--- config.mk ---
export PLATFORM = sky130hd
export DESIGN_NAME = register_file_8x16
export DESIGN_NICKNAME = d
export VERILOG_FILES = /design/src/rtl/regfile_pkg.sv /design/src/rtl/regfile_read_port.sv /design/src/rtl/register_file_8x16.sv
export SDC_FILE = /design/constraint.sdc
export NUM_CORES = 1
export LEC_CHECK = 0
export BUFFER_PORTS_ARGS = -buffer_cell sky130_fd_sc_hd__buf_2
export CAP_MARGIN = 40
export CORE_ASPECT_RATIO = 1.25
export CORE_UTILIZATION = 50
export CTS_CLUSTER_DIAMETER = 120
export CTS_CLUSTER_SIZE = 16
export DETAILED_ROUTE_END_ITERATION = 10
export PLACE_DENSITY = 0.69
export SKIP_LAST_GASP = 1
export SYNTH_ARGS = -nofsm -noshare
export SYNTH_HDL_FRONTEND = slang
export SYNTH_SLANG_ARGS = --single-unit
export TNS_END_PERCENT = 30
--- constraint.sdc ---
create_clock -name clk -period 1.8 [get_ports clk]
set_input_delay 0.36 -clock clk [delete_from_list [all_inputs] [get_ports clk]]
set_output_delay 0.36 -clock clk [all_outputs]
set_load 0.1 [all_outputs]
--- src/rtl/regfile_pkg.sv ---
// Shared widths, types and reset value for the 8x16 register file.
package regfile_pkg;

    localparam int DEF_DATA_W = 16;
    localparam int DEF_ADDR_W = 3;
    localparam int DEF_DEPTH  = 2 ** DEF_ADDR_W;

    typedef logic [DEF_DATA_W-1:0] word_t;
    typedef logic [DEF_ADDR_W-1:0] addr_t;

    localparam word_t RESET_VAL = 16'h0000;

endpackage

--- src/rtl/regfile_read_port.sv ---
// One combinational read port: 8-to-1 word select by address.
// With REGFILE_BYPASS_EN defined, a same-cycle write to the addressed register is forwarded.
module regfile_read_port
    import regfile_pkg::*;
#(
    parameter int DATA_W = DEF_DATA_W,
    parameter int ADDR_W = DEF_ADDR_W
) (
    input  logic [(2**ADDR_W)-1:0][DATA_W-1:0] regs,
    input  logic [ADDR_W-1:0]                  addr,
`ifdef REGFILE_BYPASS_EN
    input  logic                               rst,
    input  logic                               we,
    input  logic [ADDR_W-1:0]                  wa,
    input  logic [DATA_W-1:0]                  wd,
`endif
    output logic [DATA_W-1:0]                  rd
);

`ifdef REGFILE_BYPASS_EN
    // The write being presented this cycle wins over stored contents; a reset cycle writes nothing.
    always_comb begin
        rd = regs[addr];
        if (we && !rst && (wa == addr)) begin
            rd = wd;
        end
    end
`else
    assign rd = regs[addr];
`endif

endmodule

--- src/rtl/register_file_8x16.sv ---
// Eight-entry, 16-bit register file: one synchronous write port, two combinational read ports.
// Optional write-through forwarding on the read ports under REGFILE_BYPASS_EN.
module register_file_8x16
    import regfile_pkg::*;
#(
    parameter int DATA_W = DEF_DATA_W,
    parameter int ADDR_W = DEF_ADDR_W
) (
    input  logic              clk,
    input  logic              rst,
    input  logic              we,
    input  logic [ADDR_W-1:0] wa,
    input  logic [DATA_W-1:0] wd,
    input  logic [ADDR_W-1:0] ra_a,
    input  logic [ADDR_W-1:0] ra_b,
    output logic [DATA_W-1:0] rd_a,
    output logic [DATA_W-1:0] rd_b
);

    localparam int DEPTH = 2 ** ADDR_W;

    logic [DEPTH-1:0][DATA_W-1:0] regs;
    logic [DEPTH-1:0]             wen;

    always_comb begin
        wen = '0;
        if (we) begin
            wen[wa] = 1'b1;
        end
    end

    // Reset has priority over any write presented in the same cycle.
    always_ff @(posedge clk) begin
        for (int i = 0; i < DEPTH; i++) begin
            if (rst) begin
                regs[i] <= DATA_W'(RESET_VAL);
            end else if (wen[i]) begin
                regs[i] <= wd;
            end
        end
    end

    regfile_read_port #(
        .DATA_W (DATA_W),
        .ADDR_W (ADDR_W)
    ) u_port_a (
        .regs (regs),
        .addr (ra_a),
`ifdef REGFILE_BYPASS_EN
        .rst  (rst),
        .we   (we),
        .wa   (wa),
        .wd   (wd),
`endif
        .rd   (rd_a)
    );

    regfile_read_port #(
        .DATA_W (DATA_W),
        .ADDR_W (ADDR_W)
    ) u_port_b (
        .regs (regs),
        .addr (ra_b),
`ifdef REGFILE_BYPASS_EN
        .rst  (rst),
        .we   (we),
        .wa   (wa),
        .wd   (wd),
`endif
        .rd   (rd_b)
    );

endmodule
==> metrics <==
crit path kind register to output pin; FFs w/ async S/R, synth 0%; max-slew violations 0; initial core utilization about half; routed length per instance 22.8 microns; Slew HR ~57%; unique cell type count in the Yosys netlist 21; vias in the first global route a little over 6000; most common cell in the netlist nand2_1; IO Pins 60; routed vias/inst approximately 6.3; CP max stage delay 0.59 ns; IO Port Bufs approximately 60; Hold Worst Slack between 0.2 and 0.25 ns; number of diodes 0; clock tree sinks 128; via count about 5900; H-tree levels 4; Setup Viol. Count Final 32; Cell Chain, Critical Path mux4_4 -> mux2_4 -> buf_12; layout cells sized above 1 35.5%; nets@finish roughly 790; total grt overflow 0; RSZ-0062 raised after global routing true; worst endpoint required time ~1.4 ns; Antenna Nets Post-Route 0; pin slew with the least headroom to its limit between 0.6 and 0.7 ns; crit path max fanout 3; std cell rows 47; failing checks negative setup slack; most flop-heavy register regs; latest clock arrival within the worst-skew pair roughly 0.43 ns; startpoint types register; Syn Inst Count ~700; Max Cap Viol 0; Post-route DRC 0; Yosys warning total 0; Synthesized Nets 733; Routability Congestion 0.829; global-route wire length before repair 33200 microns; Die Span X between 100 and 150 microns; top cell type by total area after synthesis dfxtp_1; leakage power between 3 and 4 nW; final instance area 8420 sq um; Total GRT Usage between 30% and 40%; clock buffer count from CTS 17; most frequent cells after synthesis 256 x nand2_1, 128 x a21oi_1, 128 x dfxtp_1; clock network fraction of total power a little under half; Regs by FF count regs (128); Crit-path slowest cell mux4_4; status finished, violations left; Area Overhead vs Synth 24.5%; Die H around 130 microns; Main synth FF type dfxtp_1; EDFF count, synth 0; post-layout minimum cycle time 2.19 ns; pwr/cell area between 800 and 900 nW/um^2; core area 13200 sq um; endpoint type of the worst setup path output pin; share of the synthesized area in the top cell type between 30 and 40%; Detailed Routing Iterations Pass 1 5; post-route worst setup slack -0.389 ns; IR drop worst, VDD 777 uV; hpwl dp 13500 microns; Synth area leaders dfxtp_1 38%, nand2_1 14%, mux4_1 14%, a21oi_1 9.5%, mux4_2 8.7%; sequential element share of the synthesized area 37.9%; f_max about 460 MHz; internal power approximately 0.0054 W; clk buf depth 2; Worst EP arrival 1.83 ns; die footprint roughly 14000 sq um; cts hold-fix bufs 0; switching share of power 27.0%; area post-placement 7390 sq um; syn_area_per_cell between 9 and 10 sq um; register bit total from synthesis 128; CTS tree built; Mapped Area slightly below 7000 sq um; DRT Wirelength 21600 microns; max reg flops 128; critical path's top delay family multiplexers; Final Hold Viols 0; Psw between 0.0015 and 0.002 W; skew final 0 ns; CTS clk-pin slew, worst paths roughly 0.06 ns; Root Buffer clkbuf_16; Hold WC Path Type input port to register; combinational power share around an eighth; initial antenna violation count 0; sequential power share approximately 40%; largest net degree at the start of global routing 52; part of the cycle the worst path needs 122%; 1st-iter DRT viols 480; Worst Path Buf+Inv 1
## metal layers
layer  track usage [%]  part of all wire [%]
met3              8.16                   8.7
met5                 0                     0
met4              16.3                   4.5
met1              38.1                    37
met2              53.6                    50
## final timing paths
check	from	to	slack (ns)	depth (start not counted)
setup / recovery	regs[94]$_SDFFE_PP0P_	rd_b[14]	-0.39	3
hold / removal	wd[8]	regs[88]$_SDFFE_PP0P_	0.24	3
setup reg to reg	regs[75]$_SDFFE_PP0P_	regs[75]$_SDFFE_PP0P_	1.09	2
hold reg to reg	regs[95]$_SDFFE_PP0P_	regs[95]$_SDFFE_PP0P_	0.47	2
## power by group through the flow
stage	clock network (W)	logic (W)	registers (W)
finish	0.00348	0.000951	0.00294
floorplan	0	0.000641	0.00298
global placement	0	0.000823	0.00299
detailed placement	0	0.000841	0.00300
CTS	0.00349	0.000912	0.00294
global route	0.00363	0.000991	0.00295
## cell usage in the layout (no fill, tap or decap), drive strengths merged
cell type  netlist  layout
a21oi          128     128
buf             48     118
dfxtp          128     128
and4             1       1
clkinvlp         0       2
inv              0       4
bufinv           0       2
and4bb           3       3
nand4            1       1
mux2            32      32
nand4b           3       3
clkbuf          33      19
mux4            64      64
nor4b            1       1
bufbuf           0       2
nand4bb          3       3
clkinv           0       6
nand2          256     256
or4b             1       1
and4b            3       3
## final cells by class
class,count,area [sq um]
Clock buffer,18,439
Tap cell,171,214
Sequential cell,128,2600
Timing Repair Buffer,121,1300
Fill cell,1025,4810
Multi-Input combinational cell,496,3720
Clock inverter,14,155
## worst register-to-register path: cells and delay by family, from the launching register on
family | cells | cell delay (ns)
flops | 1 | 0.37
compound gates | 1 | 0.18
simple gates | 1 | 0.08
## cell families (layout without fill, tap and decap cells)
logic type             Yosys count  count (layout)  synth area share, %
buffers and inverters           81             153                 7.14
and+or+nand+nor                272             272                 16.8
DFF                            128             128                 37.9
muxes                           96              96                 28.7
AOI/OAI and AO/OA              128             128                 9.47
## per-stage QoR
| step | power [W] | util, % | cells | setup WS [ns] | TNS [ns] |
|---|---|---|---|---|---|
| after CTS | 0.00734 | 62.5 | 947 | -0.398 | -11.23 |
| after detailed placement | 0.00384 | 55.9 | 911 | -0.422 | -12.14 |
| after global routing | 0.00757 | 63.7 | 948 | -0.426 | -11.31 |
| after floorplan | 0.00362 | - | 705 | -0.0616 | -1.69 |
| after global placement | 0.00382 | 55.9 | 911 | -0.409 | -11.84 |
| final | 0.00737 | 63.7 | 948 | -0.389 | -10.27 |
## repair_timing
| action | CTS | global route |
|---|---|---|
| setup endpoints to repair | 32 | 32 |
| setup buffers | 0 | 0 |
| cloned | 4 | 1 |
| pin swaps | 0 | 0 |
| gates resized for setup | 71 | 48 |
Power figures use the tool's default switching activity.
